File: src/rtl/perf_monitor.sv
// perf_monitor: saturating stall/flush/retire/cycle counters with snapshot port and idle-loop halt detection (halt logic built only with PERF_MON_HALT_DETECT_EN)
module perf_monitor #(
  parameter int CNT_W       = 32,
  parameter int HALT_WINDOW = 8
) (
  input  logic             clk_i,
  input  logic             rst_n_i,
  input  logic             start_i,
  input  logic             clear_i,
  input  logic             stall_i,
  input  logic             flush_i,
  input  logic             retire_i,
  input  logic [31:0]      pc_i,
  input  logic             snap_req_i,
  output logic             snap_valid_o,
  output logic [CNT_W-1:0] cycle_cnt_o,
  output logic [CNT_W-1:0] stall_cnt_o,
  output logic [CNT_W-1:0] flush_cnt_o,
  output logic [CNT_W-1:0] retire_cnt_o,
  output logic [CNT_W-1:0] snap_cycle_o,
  output logic [CNT_W-1:0] snap_stall_o,
  output logic [CNT_W-1:0] snap_flush_o,
  output logic [CNT_W-1:0] snap_retire_o,
  output logic             halt_o
);

  typedef enum logic [1:0] {IDLE, RUN, HALTED} state_t;

  state_t           state_q, state_d;
  logic [CNT_W-1:0] cyc_q, cyc_d, stl_q, stl_d, fls_q, fls_d, ret_q, ret_d;
  logic [CNT_W-1:0] s_cyc_q, s_stl_q, s_fls_q, s_ret_q;
  logic             valid_q, req_q;
  logic             cnt_en, idle_hit;

  function automatic logic [CNT_W-1:0] sat_inc(input logic [CNT_W-1:0] v, input logic inc);
    return (inc && v != '1) ? v + 1'b1 : v;
  endfunction

  // counting happens on every edge the monitor is (or is entering) RUN with the CPU enabled
  assign cnt_en = start_i && state_q != HALTED;

`ifdef PERF_MON_HALT_DETECT_EN
  localparam logic [7:0] HW = 8'(HALT_WINDOW);
  logic [7:0]  idle_q, idle_d;
  logic [31:0] pc_q;
  logic        halt_q;
  // idle run length: PC unchanged and nothing retired; restarts after a halt is declared
  always_comb begin
    idle_d = (clear_i || state_q == HALTED) ? '0 :
             !cnt_en                        ? idle_q :
             (pc_i != pc_q || retire_i)     ? '0 :
             (idle_q == HW)                 ? idle_q : idle_q + 8'd1;
  end
  assign idle_hit = idle_d == HW;
  // idle counter, last-cycle PC and registered halt flag
  always_ff @(posedge clk_i or negedge rst_n_i) begin
    if (!rst_n_i) begin
      idle_q <= '0;
      pc_q   <= '0;
      halt_q <= 1'b0;
    end else begin
      idle_q <= idle_d;
      pc_q   <= pc_i;
      halt_q <= state_d == HALTED;
    end
  end
  assign halt_o = halt_q;
`else
  logic unused_cfg;
  assign unused_cfg = ^{pc_i, 8'(HALT_WINDOW)};
  assign idle_hit   = 1'b0;
  assign halt_o     = 1'b0;
`endif

  // next state; clear overrides every transition and lands in RUN when the CPU is enabled
  always_comb begin
    state_d = state_q;
    unique case (state_q)
      IDLE:    state_d = start_i ? RUN : IDLE;
      RUN:     state_d = !start_i ? IDLE : idle_hit ? HALTED : RUN;
      HALTED:  state_d = start_i ? HALTED : IDLE;
      default: state_d = IDLE;
    endcase
    if (clear_i) state_d = start_i ? RUN : IDLE;
  end

  // next counter values; a flush wins over a simultaneous stall
  always_comb begin
    cyc_d = clear_i ? '0 : sat_inc(cyc_q, cnt_en);
    stl_d = clear_i ? '0 : sat_inc(stl_q, cnt_en && stall_i && !flush_i);
    fls_d = clear_i ? '0 : sat_inc(fls_q, cnt_en && flush_i);
    ret_d = clear_i ? '0 : sat_inc(ret_q, cnt_en && retire_i);
  end

  // state register and live counters
  always_ff @(posedge clk_i or negedge rst_n_i) begin
    if (!rst_n_i) begin
      state_q <= IDLE;
      cyc_q   <= '0;
      stl_q   <= '0;
      fls_q   <= '0;
      ret_q   <= '0;
    end else begin
      state_q <= state_d;
      cyc_q   <= cyc_d;
      stl_q   <= stl_d;
      fls_q   <= fls_d;
      ret_q   <= ret_d;
    end
  end

  // snapshot captures post-update counters on a request rising edge; valid drops once the request is seen low
  always_ff @(posedge clk_i or negedge rst_n_i) begin
    if (!rst_n_i) begin
      req_q   <= 1'b0;
      valid_q <= 1'b0;
      s_cyc_q <= '0;
      s_stl_q <= '0;
      s_fls_q <= '0;
      s_ret_q <= '0;
    end else begin
      req_q <= snap_req_i;
      if (clear_i) begin
        valid_q <= 1'b0;
        s_cyc_q <= '0;
        s_stl_q <= '0;
        s_fls_q <= '0;
        s_ret_q <= '0;
      end else if (snap_req_i && !req_q) begin
        valid_q <= 1'b1;
        s_cyc_q <= cyc_d;
        s_stl_q <= stl_d;
        s_fls_q <= fls_d;
        s_ret_q <= ret_d;
      end else if (!snap_req_i) begin
        valid_q <= 1'b0;
      end
    end
  end

  assign cycle_cnt_o   = cyc_q;
  assign stall_cnt_o   = stl_q;
  assign flush_cnt_o   = fls_q;
  assign retire_cnt_o  = ret_q;
  assign snap_cycle_o  = s_cyc_q;
  assign snap_stall_o  = s_stl_q;
  assign snap_flush_o  = s_fls_q;
  assign snap_retire_o = s_ret_q;
  assign snap_valid_o  = valid_q;

endmodule
File: config.mk
export PLATFORM = sky130hd
export DESIGN_NAME = perf_monitor
export DESIGN_NICKNAME = d
export VERILOG_FILES = /design/src/rtl/perf_monitor.sv
export SDC_FILE = /design/constraint.sdc
export NUM_CORES = 1
export LEC_CHECK = 0
export ABC_AREA = 1
export BUFFER_PORTS_ARGS = -buffer_cell sky130_fd_sc_hd__buf_2
export CAP_MARGIN = 20
export CORE_ASPECT_RATIO = 1.25
export CORE_UTILIZATION = 40
export CTS_BUF_LIST = sky130_fd_sc_hd__clkbuf_8
export CTS_CLUSTER_DIAMETER = 200
export CTS_CLUSTER_SIZE = 40
export DETAILED_ROUTE_END_ITERATION = 6
export SYNTH_ARGS = -nofsm -noshare
export SYNTH_HDL_FRONTEND = slang
export SYNTH_SLANG_ARGS = --single-unit
File: constraint.sdc
create_clock -name clk_i -period 5.2 [get_ports clk_i]
set_input_delay 0.52 -clock clk_i [delete_from_list [all_inputs] [get_ports clk_i]]
set_output_delay 0.52 -clock clk_i [all_outputs]
set_load 0.01 [all_outputs]
==> impl_metrics.ini <==
[finish]
areaGrowthSynthToFinish_pct = 12.7
finalNonFillerCells = 2831
design_area_sq_um = 16600
fin_nets = 2392
fillers = 3870
drive_above_1_share_pct = 15.5

[yosys]
async_reset_ff_share_pct = 100
synth_seq_cells = 260
ys_types = 35
syn_avg_cell_area_sq_um = 6.91
postSynthCellCount = 2131
yosysSeqAreaShare_pct = 44.2
synth_edf_count = 0
syn-num-nets = 2175
ys.flop_type = dfrtp_1
synth_top_area_cell = dfrtp_1
synth_area_leaders = dfrtp_1, nand2_1, nor2_1, inv_1, nand3_1
netlist_area_sq_um = 14700
synth_top_area_share_pct = 44.2
ys.warnings.count = 0

[status]
outcome = completed

[power]
p_leak_nw = 9.03
seqPwrFrac_pct = 62.4
pwr-share-comb_pct = 13.9
power_density_nw_per_um2 = 212
internal-power_mw = 2.45
clockPowerShare_pct = 23.7
switching_share_pct = 30.1
p_switching_mw = 1.05
max-vdd-ir-drop_uv = 180

[clocking]
cts_tree = built
cts_resized = 0
cts_buffers = 10
cts_setup_buffers = 0
clk-insertion-delay-late_ps = 590
clk_pin_slew_ps = 240
clock_sinks = 260
cts_root_buffer = clkbuf_8
htreeDepth = 1
holdBufCountCts = 1
cts.path.max_buffers = 3

[grt]
gr-total-overflow = 0
grt_max_degree = 102
grt_pass1_wl_mm = 71.2
grt_pass1_vias = 13579
antenna_found_initial = 4
grt_usage_pct = 23.3

[timing]
setup_viol = 0
finalClockSkew_ps = 49.9
worst_pin_slew_ps = 1030
fin_crit_sh_pct = 54.7
hold_viol = 0
whs_ps = 150
fmax_mhz = 352
period_minus_slack_ps = 2840
setup_slack_ps = 2360
final_max_slew_viol_count = 0
slew_headroom_pct = 31.1
grt_setup_unrepaired = no
setup-tns-final_ps = 0

[critical_path]
slowest_delay_ps = 720
crit_buf_inv = 4
worst_ep_arrival_time_ps = 3360
r2r_slack_ps = 2530
crit_required_ps = 5720
crit_path_end_kind = register
slowest_stage = buf_4
cp_top_family = buffers and inverters
cp_common_cell = buf_4
cp_max_fo = 67
path_cells = buf_2 -> inv_4 -> o21ai_4 -> buf_4 -> buf_4 -> nand4_1 -> nand2_1
worstSetupPathType = in2reg
critPathLaunchType = input port

[detailed_routing]
ant_nets = 0
drtIter0Drc = 820
drc_errors = 0
drt_pass1_iterations = 5
vias_per_cell = 4.99
avgRoutedWirePerCell_um = 15.5
wl_mm = 43.9
num_vias = 14123

[floorplan]
rows = 78
die_area_sq_um = 37600
coreArea_sq_um = 36300
chipHeight_um = 216
io-pin-count = 298
initial_core_util_pct = 40.5
die_w_um = 174

[placement]
preCtsSetupSlack_ps = 1750
place_hpwl_mm = 31.8
gp_congestion = 0.934
dp_cells = 2814
placed_area_sq_um = 16400
portBuffers = 264

[worst_hold_path]
hold_class = in2reg

[flow_run]
drv_cap = 0
synth_stat cells, types with 7 or more instances:
cell	count
xor2_1	22
o21ai_1	26
a21oi_1	7
o21ai_0	12
nand2_4	9
nor2_4	8
nor2_1	277
nand3_1	153
and3_1	31
buf_2	20
nand4_1	108
inv_2	8
nand2_2	28
and2_1	8
inv_1	216
nand2_1	847
buf_4	7
dfrtp_1	260
clkbuf_1	33
nor2_2	15
registers in the layout (all words and copies together) (netlist names):
signal / count
cycle_cnt_o: 32
flush_cnt_o: 32
req_q: 1
retire_cnt_o: 32
snap_cycle_o: 32
snap_flush_o: 32
snap_retire_o: 32
snap_stall_o: 32
snap_valid_o: 1
stall_cnt_o: 32
state_q: 2
cell type report:
class                      instances  area (sq um)  area share [%]
antenna                            3          7.51          0.0453
clock buffer                      11           151           0.913
clock inverter                     1          20.0           0.121
inverter                         227           865            5.21
multi-input combinational       1574          7020            42.3
sequential                       260          6510            39.2
tap                              480           601            3.62
timing repair buffer             275          1420            8.55
tightest hold or removal path, delay by kind of cell:
kind | cells | cell delay [ps]
compound gates | 1 | 40
buf+inv | 2 | 190
cell families (layout without fill, tap and decap cells):
family / after synthesis / after routing / share of synthesized area [%]
AND/OR/NAND/NOR: 1494 / 1494 / 44.0
flip-flops: 260 / 260 / 44.2
adder cells (fa/ha/maj): 4 / 4 / 0.340
other: 1 / 4 / 0.0255
XOR/XNOR: 26 / 26 / 1.55
buffers and inverters: 297 / 514 / 8.20
AO/OA/AOI/OAI: 49 / 49 / 1.73
placed cells by master, fill, tap and decap left out:
master / netlist / final
nand3_2: 2 / 2
xor2_1: 22 / 22
o21ai_4: 0 / 1
inv_16: 0 / 1
nor3_1: 4 / 4
and2_1: 8 / 8
inv_4: 3 / 5
nand2_4: 9 / 9
buf_2: 20 / 263
dlygate4sd3_1: 0 / 2
buf_4: 7 / 9
nand3b_1: 1 / 1
nor2_4: 8 / 8
inv_2: 8 / 7
conb_1: 1 / 1
o21ai_0: 12 / 12
nor2_1: 277 / 277
o21ai_1: 26 / 25
o21bai_1: 3 / 3
nor2_2: 15 / 15
xnor2_1: 4 / 4
a211oi_1: 1 / 1
nand3_4: 1 / 1
nor2_8: 1 / 1
nand2_2: 28 / 28
a21oi_1: 7 / 7
dfrtp_1: 260 / 260
nand2_8: 1 / 1
diode_2: 0 / 3
and3_1: 31 / 31
clkbuf_8: 0 / 11
buf_8: 1 / 1
nand3_1: 153 / 153
ha_1: 4 / 4
nand4_1: 108 / 108
nand2_1: 847 / 847
inv_1: 216 / 215
power groups by stage:
stage                     clock network, mW  registers, mW  logic (mW)
after CTS                             0.874           2.19       0.497
after global placement                    0           2.22       0.487
after global routing                  0.933           2.20       0.555
final                                 0.830           2.19       0.488
after floorplan                           0           2.24       0.254
after detailed placement                  0           2.23       0.495
path summary, 6_finish.rpt:
| kind | start | endpoint | cells past startpoint |
|---|---|---|---|
| max | clear_i | snap_cycle_o[15]$_DFFE_PN0P_ | 7 |
| min | start_i | state_q[0]$_DFF_PN0_ | 3 |
| max reg2reg | retire_cnt_o[0]$_DFF_PN0_ | snap_retire_o[19]$_DFFE_PN0P_ | 11 |
| min reg2reg | state_q[1]$_DFF_PN0_ | state_q[0]$_DFF_PN0_ | 1 |
| max in group asynchronous | rst_n_i | snap_cycle_o[25]$_DFFE_PN0P_ | 3 |
| min in group asynchronous | rst_n_i | flush_cnt_o[0]$_DFF_PN0_ | 2 |
through the flow:
stage / power (mW) / util (%)
final: 3.51 / 45.7
after global routing: 3.69 / 45.7
after global placement: 2.71 / 45.1
after CTS: 3.56 / 45.6
after detailed placement: 2.72 / 45.1
after floorplan: 2.50 / -
per-layer routing:
metal	wire, um	global-route usage, %
met5	11	0
met1	19300	29.9
met4	807	5.15
met3	2080	3.46
met2	21700	41.2
No activity file was read; power rests on OpenSTA's default activity.
